**src/rtl/alu_decode.sv**
```systemverilog
// Pipelined MIPS64 decoder feeding the ALU: one-cycle registered decode with a
// two-entry output/skid pair so EX backpressure never inserts bubbles.
module alu_decode #(
  parameter int WIDTH = 64
) (
  input  logic             p_clk,
  input  logic             p_rst_n,
  input  logic             p_flush,
  input  logic             p_in_valid,
  output logic             p_in_ready,
  input  logic [31:0]      p_instr,
  output logic             p_out_valid,
  input  logic             p_out_ready,
  output logic [3:0]       p_ALUop,
  output logic [4:0]       p_SHAMT,
  output logic             p_a_sel,
  output logic             p_b_sel,
  output logic [WIDTH-1:0] p_imm,
  output logic [4:0]       p_rs,
  output logic [4:0]       p_rt,
  output logic [4:0]       p_rd,
  output logic             p_reg_wr,
  output logic             p_illegal
);

  localparam logic [5:0] OP_RTYPE  = 6'h00;
  localparam logic [5:0] OP_ADDI   = 6'h08;
  localparam logic [5:0] OP_ADDIU  = 6'h09;
  localparam logic [5:0] OP_SLTI   = 6'h0A;
  localparam logic [5:0] OP_SLTIU  = 6'h0B;
  localparam logic [5:0] OP_ANDI   = 6'h0C;
  localparam logic [5:0] OP_ORI    = 6'h0D;
  localparam logic [5:0] OP_XORI   = 6'h0E;
  localparam logic [5:0] OP_DADDI  = 6'h18;
  localparam logic [5:0] OP_DADDIU = 6'h19;

  localparam logic [5:0] F_SLL   = 6'h00;
  localparam logic [5:0] F_SRL   = 6'h02;
  localparam logic [5:0] F_SRA   = 6'h03;
  localparam logic [5:0] F_ADD   = 6'h20;
  localparam logic [5:0] F_ADDU  = 6'h21;
  localparam logic [5:0] F_SUB   = 6'h22;
  localparam logic [5:0] F_SUBU  = 6'h23;
  localparam logic [5:0] F_AND   = 6'h24;
  localparam logic [5:0] F_OR    = 6'h25;
  localparam logic [5:0] F_XOR   = 6'h26;
  localparam logic [5:0] F_NOR   = 6'h27;
  localparam logic [5:0] F_SLT   = 6'h2A;
  localparam logic [5:0] F_SLTU  = 6'h2B;
  localparam logic [5:0] F_DADD  = 6'h2C;
  localparam logic [5:0] F_DADDU = 6'h2D;
  localparam logic [5:0] F_DSUB  = 6'h2E;
  localparam logic [5:0] F_DSUBU = 6'h2F;

  typedef struct packed {
    logic [3:0]       aluop;
    logic [4:0]       shamt;
    logic             a_sel;
    logic             b_sel;
    logic [WIDTH-1:0] imm;
    logic [4:0]       rs;
    logic [4:0]       rt;
    logic [4:0]       rd;
    logic             reg_wr;
    logic             illegal;
  } bundle_t;

  typedef enum logic [1:0] {
    ST_EMPTY = 2'd0,
    ST_ONE   = 2'd1,
    ST_TWO   = 2'd2
  } state_t;

  function automatic bundle_t decode(input logic [31:0] instr);
    bundle_t          b;
    logic             legal;
    logic [5:0]       op;
    logic [5:0]       funct;
    logic [WIDTH-1:0] sext;
    logic [WIDTH-1:0] zext;
    op    = instr[31:26];
    funct = instr[5:0];
    sext  = {{(WIDTH-16){instr[15]}}, instr[15:0]};
    zext  = {{(WIDTH-16){1'b0}}, instr[15:0]};
    b     = '0;
    legal = 1'b1;
    b.rs  = instr[25:21];
    b.rt  = instr[20:16];
    b.rd  = instr[15:11];
    if (op == OP_RTYPE) begin
      case (funct)
        F_ADD, F_DADD:   b.aluop = 4'b0100;
        F_ADDU, F_DADDU: b.aluop = 4'b0101;
        F_SUB, F_DSUB:   b.aluop = 4'b0110;
        F_SUBU, F_DSUBU: b.aluop = 4'b0111;
        F_AND:           b.aluop = 4'b0000;
        F_OR:            b.aluop = 4'b0001;
        F_XOR:           b.aluop = 4'b0010;
        F_NOR:           b.aluop = 4'b0011;
        F_SLT:           b.aluop = 4'b1010;
        F_SLTU:          b.aluop = 4'b1011;
        F_SLL, F_SRL, F_SRA: begin
          b.aluop = (funct == F_SLL) ? 4'b1100 :
                    (funct == F_SRL) ? 4'b1110 : 4'b1111;
          b.a_sel = 1'b1;
          b.shamt = instr[10:6];
        end
        default:         legal = 1'b0;
      endcase
    end else begin
      // I-type writes rt, so the destination index is steered onto rd
      b.b_sel = 1'b1;
      b.rd    = instr[20:16];
      case (op)
        OP_ADDI, OP_DADDI: begin
          b.aluop = 4'b0100;
          b.imm   = sext;
        end
        OP_ADDIU, OP_DADDIU: begin
          b.aluop = 4'b0101;
          b.imm   = sext;
        end
        OP_SLTI: begin
          b.aluop = 4'b1010;
          b.imm   = sext;
        end
        OP_SLTIU: begin
          b.aluop = 4'b1011;
          b.imm   = sext;
        end
        OP_ANDI: begin
          b.aluop = 4'b0000;
          b.imm   = zext;
        end
        OP_ORI: begin
          b.aluop = 4'b0001;
          b.imm   = zext;
        end
        OP_XORI: begin
          b.aluop = 4'b0010;
          b.imm   = zext;
        end
        default: legal = 1'b0;
      endcase
    end
    // Illegal words still travel down the pipe, with raw register fields
    if (!legal) begin
      b.aluop = 4'b0000;
      b.shamt = 5'd0;
      b.a_sel = 1'b0;
      b.b_sel = 1'b0;
      b.imm   = '0;
      b.rd    = instr[15:11];
    end
    b.illegal = ~legal;
    b.reg_wr  = legal && (b.rd != 5'd0);
    return b;
  endfunction

  state_t  state;
  bundle_t out_q;
  bundle_t skid_q;
  bundle_t dec;
  logic    in_ready_q;
  logic    out_valid_q;
  logic    accept;
  logic    drain;

  assign dec    = decode(p_instr);
  assign accept = p_in_valid && in_ready_q;
  assign drain  = out_valid_q && p_out_ready;

  // Occupancy FSM: out_q is the visible head, skid_q catches one extra bundle
  // while EX stalls; ready and valid are registered images of the next state.
  always_ff @(posedge p_clk or negedge p_rst_n) begin
    if (!p_rst_n) begin
      state       <= ST_EMPTY;
      out_q       <= '0;
      skid_q      <= '0;
      in_ready_q  <= 1'b1;
      out_valid_q <= 1'b0;
    end else if (p_flush) begin
      state       <= ST_EMPTY;
      in_ready_q  <= 1'b1;
      out_valid_q <= 1'b0;
    end else begin
      case (state)
        ST_EMPTY: begin
          if (accept) begin
            out_q       <= dec;
            state       <= ST_ONE;
            out_valid_q <= 1'b1;
          end
        end
        ST_ONE: begin
          if (accept && !drain) begin
            skid_q     <= dec;
            state      <= ST_TWO;
            in_ready_q <= 1'b0;
          end else if (drain && !accept) begin
            state       <= ST_EMPTY;
            out_valid_q <= 1'b0;
          end else if (accept && drain) begin
            out_q <= dec;
          end
        end
        ST_TWO: begin
          if (drain) begin
            out_q      <= skid_q;
            state      <= ST_ONE;
            in_ready_q <= 1'b1;
          end
        end
        default: begin
          state       <= ST_EMPTY;
          in_ready_q  <= 1'b1;
          out_valid_q <= 1'b0;
        end
      endcase
    end
  end

  assign p_in_ready  = in_ready_q;
  assign p_out_valid = out_valid_q;
  assign p_ALUop     = out_q.aluop;
  assign p_SHAMT     = out_q.shamt;
  assign p_a_sel     = out_q.a_sel;
  assign p_b_sel     = out_q.b_sel;
  assign p_imm       = out_q.imm;
  assign p_rs        = out_q.rs;
  assign p_rt        = out_q.rt;
  assign p_rd        = out_q.rd;
  assign p_reg_wr    = out_q.reg_wr;
  assign p_illegal   = out_q.illegal;

endmodule
```
**config.mk**
```make
export PLATFORM = sky130hd
export DESIGN_NAME = alu_decode
export DESIGN_NICKNAME = d
export VERILOG_FILES = /design/src/rtl/alu_decode.sv
export SDC_FILE = /design/constraint.sdc
export NUM_CORES = 1
export LEC_CHECK = 0
export ABC_AREA = 0
export ABC_CLOCK_PERIOD_IN_PS = 3900
export CORE_AREA = 3 3 85 120
export CTS_CLUSTER_DIAMETER = 100
export CTS_CLUSTER_SIZE = 28
export DETAILED_ROUTE_END_ITERATION = 8
export DIE_AREA = 0 0 88 123
export GPL_ROUTABILITY_DRIVEN = 0
export PLACE_DENSITY = 0.84
export REMOVE_ABC_BUFFERS = 1
export SYNTH_ARGS = -nofsm -noshare
export SYNTH_HDL_FRONTEND = slang
export SYNTH_SLANG_ARGS = --single-unit
```
**constraint.sdc**
```tcl
create_clock -name p_clk -period 3.9 [get_ports p_clk]
set_input_delay 0.39 -clock p_clk [delete_from_list [all_inputs] [get_ports p_clk]]
set_output_delay 0.39 -clock p_clk [all_outputs]
set_load 0.005 [all_outputs]
```
==> results.sh <==
export IMPL_synth_seq_area_share_pct=49.5
export IMPL_grt_pass1_vias=4104
export IMPL_r2r_slack_ps=1650
export IMPL_path_class="in2reg"
export IMPL_yosys_warnings=0
export IMPL_setup_tns_ps=0
export IMPL_ir_worst_vdd_mv=0.277
export IMPL_vias=3977
export IMPL_synthCells=523
export IMPL_cp_top_family="compound AO/OA/AOI/OAI gates"
export IMPL_cp_required_ps=4140
export IMPL_hp_class="in2async"
export IMPL_max_stage_delay_ps=610
export IMPL_hpwlAfterDp_mm=7.95
export IMPL_grtUsageTotal_pct=22.9
export IMPL_finalHoldViolations=0
export IMPL_htree_levels=3
export IMPL_syn2layout_area_growth_pct=28.1
export IMPL_worst_pin_slew_ps=1160
export IMPL_wire_per_inst_um=16.4
export IMPL_timing_final_crit_share_pct=66.9
export IMPL_ant_nets=0
export IMPL_pwr_density_cell_nw_per_um2=571
export IMPL_multiInputGateArea_um2=1870
export IMPL_cts_hold_buffers=0
export IMPL_num_antenna_cells=0
export IMPL_slowest_stage="clkdlybuf4s50_1"
export IMPL_synth_avg_cell_area_um2=9.10
export IMPL_critPathCaptureType="flip-flop"
export IMPL_start_kind="input port"
export IMPL_grt_overflow=0
export IMPL_critPathBufInv=2
export IMPL_final_common_cell="clkdlybuf4s50_1"
export IMPL_crit_chain="clkdlybuf4s50_1, a21o_1, a221oi_4, buf_4, mux2i_1, a211oi_1, a21o_1"
export IMPL_clock_sinks=94
export IMPL_post_cts_setup_buffer_count=0
export IMPL_fin_worst_skew_ps=5.12
export IMPL_cts_resized=0
export IMPL_via_per_inst=5.62
export IMPL_drt_pass1_iterations=4
export IMPL_relSlewSlack_pct=22.5
export IMPL_drt_iter0_drc=245
export IMPL_setup_viol=0
export IMPL_maxCapViolations=0
export IMPL_cts_made_buffers=9
export IMPL_clock_latency_ps=340
export IMPL_grt_pass1_wl_mm=19.4
export IMPL_cts_tree="built"
export IMPL_p_leak_nw=2.52
export IMPL_reg2reg_depth=7
export IMPL_hold_worst_slack_ps=155
export IMPL_cp_depth=7
export IMPL_grt_max_degree=69
export IMPL_cp_max_fo=22
export IMPL_final_cell_mix="129 x clkdlybuf4s50_1, 106 x nand2_1, 93 x dfrtp_1"
export IMPL_drv_slew=0
export IMPL_std_cell_rows=42
export IMPL_portBuffers=130
export IMPL_rsz0062_at_grt="no"
export IMPL_status="complete, no violations"
export IMPL_ys_seq_elements=94
export IMPL_core_area_um2=9300
export IMPL_cp_arrival_ps=2840
export IMPL_layout_drive_gt1_share_pct=8.36
export IMPL_fp_dieH_um=123
export IMPL_antenna_found_initial=0
export IMPL_period_minus_slack_ps=2610
export IMPL_crit_top_cell="a21o_1"
export IMPL_die_w_um=88
export IMPL_wirelength_mm=11.6
export IMPL_initial_utilization_pct=51.2
export IMPL_cts_root_buffer="clkbuf_16"
export IMPL_clockBufferDepth=2
export IMPL_synthDistinctLibCells=41
export IMPL_seq_area_um2=2350
export IMPL_dieArea_um2=10800
export IMPL_ios=131
export IMPL_fillerInstances=747
export IMPL_synth_area_um2=4760
export IMPL_clk_pin_slew_worst_paths_ps=60
export IMPL_drc_errors=0
export IMPL_fin_nets=630
export IMPL_timing_fmax_mhz=383
where the power goes:
group	total (mW)	switching [mW]	internal, mW
Clock	1.01	0.358	0.649
Sequential	1.46	0.189	1.28
Combinational	1.01	0.405	0.608
metal layers:
layer / routed length (um) / vias to the layer above / track usage (%) / share of wire (%)
li1: - / 1884 / - / -
met1: 4620 / 1923 / 28.4 / 40
met2: 6070 / 151 / 39.5 / 52
met3: 655 / 19 / 3.13 / 5.7
met4: 231 / 0 / 10.3 / 2.0
met5: 0 / - / 0 / 0
registers in the layout, summed over array words and instances (netlist names):
name and flops:
skid_q 45, p_imm 17, p_SHAMT 5, p_rd 5, p_rs 5, p_rt 5
p_ALUop 4, state 2, p_a_sel 1, p_b_sel 1, p_illegal 1, p_in_ready 1
p_out_valid 1, p_reg_wr 1
through the flow:
stage          std cells  utilization (%)  power (mW)  cell area, um^2  worst slack [ps]
2_1_floorplan        442                -        1.83             4210               958
3_3_place_gp         692             61.7        2.46             5740              1050
3_5_place_dp         692             61.7        2.50             5740               925
4_1_cts              708             65.6        3.50             6100              1300
5_1_grt              708             65.6        3.69             6100              1100
6_report             708             65.6        3.48             6100              1290
area by class of cell:
type / instances / share of cell area (%)
clock buffers: 14 / 4.82
clock inverters: 2 / 0.985
inverters: 1 / 0.0616
multi-input cells: 347 / 30.7
flip-flops and latches: 94 / 38.6
well taps: 110 / 2.26
repair buffers: 140 / 22.5
path summary, 6_finish.rpt:
kind / start / to
max in group asynchronous: p_rst_n / p_in_ready
hold reg to reg: skid_q[91] / skid_q[91]
hold / removal: p_rst_n / p_ALUop[0]
min in group p_clk: skid_q[91] / skid_q[91]
setup reg to reg: p_in_ready / p_imm[4]
setup / recovery: p_instr[27] / p_rd[4]
worst register-to-register path: cells and delay by family (launching register included):
family | cells | cell delay (ps)
flip-flops | 1 | 560
AND/OR/NAND/NOR | 2 | 190
AO/OA/AOI/OAI | 3 | 850
buffers and inverters | 2 | 580
Yosys cell counts:
master	number	share of area [%]
nor2_1	49	3.9
o211ai_1	4	0.63
a221oi_4	1	0.55
a211oi_1	7	1.1
a32oi_1	2	0.37
nor4b_1	1	0.18
o21ai_1	16	1.7
inv_1	1	0.079
mux2i_1	6	1.3
or4_1	1	0.16
o21ba_2	1	0.21
and3_1	1	0.13
nor2b_1	2	0.26
a311oi_1	1	0.18
nand2_1	106	8.4
dfrtp_1	93	49
a21o_1	8	1.3
clkbuf_1	21	1.7
clkbuf_8	4	1.2
buf_2	2	0.21
xnor2_1	1	0.18
o21ai_0	26	2.7
mux2_2	13	3.1
nand3b_1	1	0.16
o211a_1	1	0.21
o31ai_1	1	0.16
o32ai_1	1	0.18
a31oi_1	30	3.9
nor4_2	1	0.26
nand3_1	27	2.8
o21bai_1	2	0.32
or4_4	1	0.24
buf_1	4	0.32
dfstp_2	1	0.55
nor4_4	1	0.45
buf_4	47	7.4
nor3_1	3	0.32
a21oi_1	22	2.3
a221o_1	1	0.21
nand2b_1	9	1.2
buf_6	3	0.71
logic make-up (layout without fill, tap and decap cells):
family	count (synthesis)	after routing	share of synthesized area, %
AO/OA/AOI/OAI	124	124	16.1
buffers and inverters	82	157	11.5
XOR/XNOR	1	1	0.184
AND/OR/NAND/NOR	203	203	18.4
multiplexers	19	19	4.34
flip-flops	94	94	49.5
Note: power is estimated with default switching activity, not from simulation.
==> edit 1, RTL diff (config.mk and constraints unchanged) <==
The parameter `WIDTH` goes from 64 to 128.
--- a/src/rtl/alu_decode.sv
+++ b/src/rtl/alu_decode.sv
@@ -1,7 +1,7 @@
 // Pipelined MIPS64 decoder feeding the ALU: one-cycle registered decode with a
 // two-entry output/skid pair so EX backpressure never inserts bubbles.
 module alu_decode #(
-  parameter int WIDTH = 64
+  parameter int WIDTH = 128
 ) (
   input  logic             p_clk,
   input  logic             p_rst_n,
Ports: changed (resized p_imm); port bits go from 131 to 195. No check against the original RTL was run, so the function may have changed too.
==> edit 1 against the original RTL <==
- area after synthesis grew 8.7%
- die area is the same
- register-to-register slack gained 0.06 ns
- total power grew 1.1%
- wire length grew 12%
- worst hold slack gained 0.022 ns
- worst setup slack lost 0.22 ns
- cell count grew 7.1%
- design area grew 9.6%
- critical path depth shrank 5
- sequential cell count is the same
- combinational power grew 8%
==> edit 1: results (changes against the original RTL) <==
| Metric | Value |
|---|---|
| Router iterations before antenna repair | 7 (+3) |
| Fraction of final layout cells with drive strength greater than 1 | 7.56% (-0.80 points) |
| Final wirelength | 13000 um (+12%) |
| Critical R2R Launch | state[0]$_DFFE_PN0P_ |
| Wire length of the first global-routing pass | 20200 um (+3.8%) |
| Top cell family by delay on the critical path | flip-flops |
| Remaining design rule violation count | 0 (unchanged) |
| Global routing usage summed across all routing layers | 24.0% (+1.0 points) |
| Slew Limit Headroom | 29.4% (+6.9 points) |
| Maximum fanout along the worst path | 80 (+260%) |
| Filler Cell Count | 648 (-13%) |
| Capture point of the worst reg-to-reg path | p_rd[2]$_DFFE_PN0P_ |
| Reg-to-reg setup timing slack | 1.71 ns (+0.06 ns) |
| Data arrival time of the critical path | 2.43 ns (-0.41 ns) |
| Part of the Yosys area used for sequential elements | 45.5% (-3.9 points) |
| Number of DRC markers in iteration 0 | 385 (+57%) |
| Synth top cells by count | 113 x sky130_fd_sc_hd__buf_4, 110 x sky130_fd_sc_hd__nand2_1, 93 x sky130_fd_sc_hd__dfrtp_1, 42 x sky130_fd_sc_hd__nor2_1, 38 x sky130_fd_sc_hd__o21ai_0 |
| Estimated wirelength of the detail-placed design | 8830 um (+11%) |
| Met2 Wirelength | 6430 um (+5.9%) |
| Largest net degree at the start of global routing | 81 (+17%) |
| Length of routed wiring on met1 | 5140 um (+11%) |
| Met3 WL | 1170 um (+79%) |
| Ranking of synthesized cells by area | sky130_fd_sc_hd__dfrtp_1 45%, sky130_fd_sc_hd__buf_4 16%, sky130_fd_sc_hd__nand2_1 8.0%, sky130_fd_sc_hd__o21ai_0 3.7%, sky130_fd_sc_hd__mux2_2 3.5% |
| CP max stage cell | sky130_fd_sc_hd__dfrtp_2 |
| Ratio of routed vias to standard cells | 5.57 (-0.80%) |
| Startpoint of the most critical setup path | p_imm[126]$_DFFE_PN0P_ |
| Result of the run | finished, final reports clean |
| Slowest cell delay on critical path | 1.06 ns (+0.45 ns) |
| Vias in the first global route | 4138 (+0.83%) |
-- edit 1: cell count changes after synthesis, moves of 5 or more --
cell                      unedited run  this run
sky130_fd_sc_hd__o21ai_0            26        38
sky130_fd_sc_hd__o21ai_1            16         0
sky130_fd_sc_hd__buf_4              47       113
sky130_fd_sc_hd__buf_2               2         7
sky130_fd_sc_hd__a21oi_1            22         8
sky130_fd_sc_hd__nor2_1             49        42
-- edit 1: area by class of cell --
cell class / instances / area share (%)
Multi-Input combinational cell: 334 / 27.6
Clock inverter: 6 / 1.65
Timing Repair Buffer: 203 / 30.0
Sequential cell: 94 / 35.2
Clock buffer: 10 / 3.43
Inverter: 1 / 0.0561
Tap cell: 110 / 2.06
-- edit 1: cell families (layout without fill, tap and decap cells) --
| logic type | Yosys count | count (layout) | synth area share (%) |
|---|---|---|---|
| AO/OA/AOI/OAI | 109 | 109 | 13.5 |
| XOR/XNOR | 1 | 1 | 0.169 |
| buffers and inverters | 146 | 220 | 19.1 |
| flip-flops | 94 | 94 | 45.5 |
| multiplexers | 22 | 22 | 4.65 |
| AND/OR/NAND/NOR | 202 | 202 | 17.1 |
-- edit 1: through the flow --
step / setup WS (ns) / cells / total power, W / util (%) / cell area [um2]
finish: 1.08 / 758 / 0.00352 / 71.9 / 6690
CTS: 1.03 / 758 / 0.00355 / 71.9 / 6690
global placement: 1.48 / 742 / 0.00251 / 68.2 / 6350
detailed placement: 1.36 / 742 / 0.00255 / 68.2 / 6350
global route: 0.885 / 758 / 0.00370 / 71.9 / 6690
floorplan: -0.375 / 429 / 0.00180 / - / 4190
-- edit 1: worst min path at each step --
| stage | cells past startpoint | to | slack [ns] |
|---|---|---|---|
| floorplan | 0 | p_ALUop[0]$_DFFE_PN0P_ | 0.09 |
| global placement | 2 | skid_q[149]$_DFFE_PN0P_ | 0.46 |
| detailed placement | 2 | skid_q[148]$_DFFE_PN0P_ | 0.47 |
| CTS | 1 | p_imm[7]$_DFFE_PN0P_ | 0.22 |
| global route | 1 | skid_q[24]$_DFFE_PN0P_ | 0.25 |
| finish | 1 | skid_q[27]$_DFFE_PN0P_ | 0.18 |
-- edit 1: where the power goes --
part	switching [W]	internal, W
clock network	0.000361	0.000625
registers	0.000189	0.00125
logic	0.000428	0.000662
-- edit 1: worst register-to-register path, cell delays in order, from the launching register on --
cell and delay [ns]:
sky130_fd_sc_hd__dfrtp_1 0.47, sky130_fd_sc_hd__a21boi_1 0.20, sky130_fd_sc_hd__o31ai_1 0.31, sky130_fd_sc_hd__nand2b_1 0.57, sky130_fd_sc_hd__a211oi_1 0.43, sky130_fd_sc_hd__a21o_1 0.14
-- edit 1: per-layer routing --
layer,up-vias,GRT usage [%]
met5,-,0
met4,0,9.02
met3,23,7.00
met2,250,39.7
met1,1984,29.4
li1,1967,-
==> edit 2, RTL diff (config.mk and constraints unchanged) <==
Made on the original files. The 3 states of `state_t` get a one-hot encoding in 3 bits.
--- a/src/rtl/alu_decode.sv
+++ b/src/rtl/alu_decode.sv
@@ -65,10 +65,10 @@
     logic             illegal;
   } bundle_t;
 
-  typedef enum logic [1:0] {
-    ST_EMPTY = 2'd0,
-    ST_ONE   = 2'd1,
-    ST_TWO   = 2'd2
+  typedef enum logic [2:0] {
+    ST_EMPTY = 3'b001,
+    ST_ONE   = 3'b010,
+    ST_TWO   = 3'b100
   } state_t;
 
   function automatic bundle_t decode(input logic [31:0] instr);
Function: same outputs for any inputs over 4 cycles, from zero or initial values and one cycle with p_rst_n low; so few cycles prove little.
==> edit 2 against the original RTL <==
- synthesized cell count is 3.1% higher
- global-route usage is 1.9 points higher
- total power is 23% lower
- non-clock buffer count is 2 lower
- area after synthesis is 6.8% higher
- worst hold slack worse by 0.0032 ns
- sequential cell count is 1 higher
- critical endpoint is now p_imm[0]$_DFFE_PN0P_
- count of clock-buffer cells in the layout is 1 lower
- wire length is 14% higher
- design area is 3.5% higher
- register-to-register slack worse by 0.59 ns
- worst setup slack worse by 0.23 ns
==> edit 2: results (changes against the original RTL) <==
| Metric | Value |
|---|---|
| VDD IR-drop max | 0.253 mV (-8.6%) |
| Result of the run | finished, final reports clean |
| Clock-pin transition on the worst setup and hold timing paths | about 0.07 ns |
| Reg-to-reg setup timing slack | 1.06 ns (-0.59 ns) |
| Diodes inserted | 0 (unchanged) |
| Ranking of synthesized cells by area | sky130_fd_sc_hd__dfrtp_1 46%, sky130_fd_sc_hd__buf_4 6.9%, sky130_fd_sc_hd__nand2_1 6.6%, sky130_fd_sc_hd__a31oi_1 3.8%, sky130_fd_sc_hd__nor3_1 3.3% |
| Pint | 0.00199 W (-21%) |
| Maximum level of the CTS H-tree | 3 (unchanged) |
| Router iterations before antenna repair | 5 (+1) |
| Most flops, register | skid_q |
| Data arrival time of the critical path | 3.09 ns (+0.25 ns) |
| Vias | 4351 (+9.4%) |
| EDFF count, synth | 0 (unchanged) |
| Filler Cell Count | 731 (-2.1%) |
| Cts bufs inserted | 9 (unchanged) |
| Maximum fanout along the worst path | 28 (+27%) |
| Primary flip-flop cell chosen by synthesis mapping | sky130_fd_sc_hd__dfrtp_1 |
| Slowest cell delay on critical path | 0.83 ns (+0.22 ns) |
| Fraction of final layout cells with drive strength greater than 1 | 8.79% (+0.43 points) |
| Number of warnings reported in the yosys synthesis log | 0 (unchanged) |
| Worst skew pair latency | 0.34 ns (about the same) |
| Root Buffer | sky130_fd_sc_hd__clkbuf_16 |
| Routed len/inst | 18.5 um (+13%) |
| Global routing usage summed across all routing layers | 24.8% (+1.9 points) |
| Maximum clock skew at final layout | 0.00436 ns (-0.000768 ns) |
| Slew Limit Headroom | 21.2% (-1.3 points) |
| Vias in the first global route | 4463 (+8.7%) |
| Largest net degree at the start of global routing | 70 (+1.4%) |
| Number of DRC markers in iteration 0 | 338 (+38%) |
| Lkg Pwr | 2.55 nW (+1.1%) |
| Max Root-Sink Buffers | 2 (unchanged) |
| Synth top cells by count | 93 x sky130_fd_sc_hd__dfrtp_1, 89 x sky130_fd_sc_hd__nand2_1, 47 x sky130_fd_sc_hd__buf_4, 34 x sky130_fd_sc_hd__nor3_1, 31 x sky130_fd_sc_hd__a31oi_1 |
| Ys async rst share | 100% (unchanged) |
| Class of the tightest hold or removal check | primary input to async pin |
| CP max stage cell | sky130_fd_sc_hd__o21ai_1 |
| Initial antenna violation count | 0 (unchanged) |
| Part of the Yosys area used for sequential elements | 46.8% (-2.6 points) |
| Final Net Count | 635 (+0.79%) |
| # port buffers | 130 (unchanged) |
| Distinct cells, synth | 63 (+54%) |
| Flip-flop count of the largest register, all copies and words added | 45 (unchanged) |
| Count of cells resized by post-cts repair | 0 (unchanged) |
| Post-CTS Setup Repair Bufs | 0 (unchanged) |
| Wire length of the first global-routing pass | 21200 um (+9.0%) |
| Estimated wirelength of the detail-placed design | 8780 um (+11%) |
-- edit 2: cell types whose count changed in the layout (fill, tap and decap cells not counted), moves of 7 or more --
cell and delta:
sky130_fd_sc_hd__inv_1 +9, sky130_fd_sc_hd__o31ai_1 +7, sky130_fd_sc_hd__nand2_1 -17, sky130_fd_sc_hd__o21ai_1 -15
sky130_fd_sc_hd__a21oi_1 -16, sky130_fd_sc_hd__nor3_1 +30, sky130_fd_sc_hd__nor2_1 -39
-- edit 2: cells by family after synthesis --
| group | count (synthesis) | share of synthesized area (%) |
|---|---|---|
| mux | 16 | 3.45 |
| compound gates | 123 | 16.7 |
| flops | 95 | 46.8 |
| xor+xnor | 2 | 0.345 |
| simple gates | 202 | 20.2 |
| buf+inv | 100 | 12.4 |
| fa+ha+maj | 1 | 0.197 |
-- edit 2: path summary, 6_finish.rpt --
| kind | startpoint | endpoint | depth (start not counted) |
|---|---|---|---|
| setup / recovery | state[2]$_DFFE_PN0P_ | p_imm[0]$_DFFE_PN0P_ | 5 |
| hold / removal | p_rst_n | skid_q[14]$_DFFE_PN0P_ | 1 |
| setup reg to reg | state[2]$_DFFE_PN0P_ | p_imm[0]$_DFFE_PN0P_ | 5 |
| hold reg to reg | skid_q[26]$_DFFE_PN0P_ | skid_q[26]$_DFFE_PN0P_ | 2 |
| max in group asynchronous | p_rst_n | p_in_ready$_DFFE_PN1P_ | 2 |
| min in group p_clk | skid_q[26]$_DFFE_PN0P_ | skid_q[26]$_DFFE_PN0P_ | 2 |
-- edit 2: critical path: cells and delay by family, from the launching register on --
family,cells,cell delay [ns]
buffers and inverters,1,0.36
AOI/OAI and AO/OA,2,1.02
DFF,1,0.73
and+or+nand+nor,2,0.61
-- edit 2: per-layer routing --
metal	track usage (%)	part of all wire, %	vias up
met4	8.93	2.3	0
met3	4.87	6.5	27
li1	-	-	1997
met2	43.7	52	218
met5	0	0	-
met1	29.8	39	2109
-- edit 2: final cells by class --
cell class                 instances  share of cell area, %
clock buffer                      13                   3.97
sequential                        95                   37.7
tap                              110                   2.18
timing repair buffer             138                   21.5
clock inverter                     3                  0.674
multi-input combinational        344                   33.3
inverter                          10                  0.595
-- edit 2: power groups by stage --
stage	combinational (W)	clock (W)	sequential, W
finish	0.000592	0.000875	0.00122
global route	0.000645	0.000922	0.00123
floorplan	0.000198	0	0.00123
detailed placement	0.000591	0	0.00123
CTS	0.000597	0.000882	0.00122
global placement	0.000573	0	0.00123
-- edit 2: through the flow --
stage	instances	worst slack [ns]	instance area, um2	hold WS (ns)	power [W]
after floorplan	449	0.0404	4490	0.0944	0.00143
after global placement	697	0.970	6020	0.462	0.00180
after detailed placement	697	0.912	6020	0.467	0.00182
after CTS	713	1.16	6310	0.186	0.00270
after global routing	713	0.903	6310	0.221	0.00280
final	713	1.06	6310	0.151	0.00268
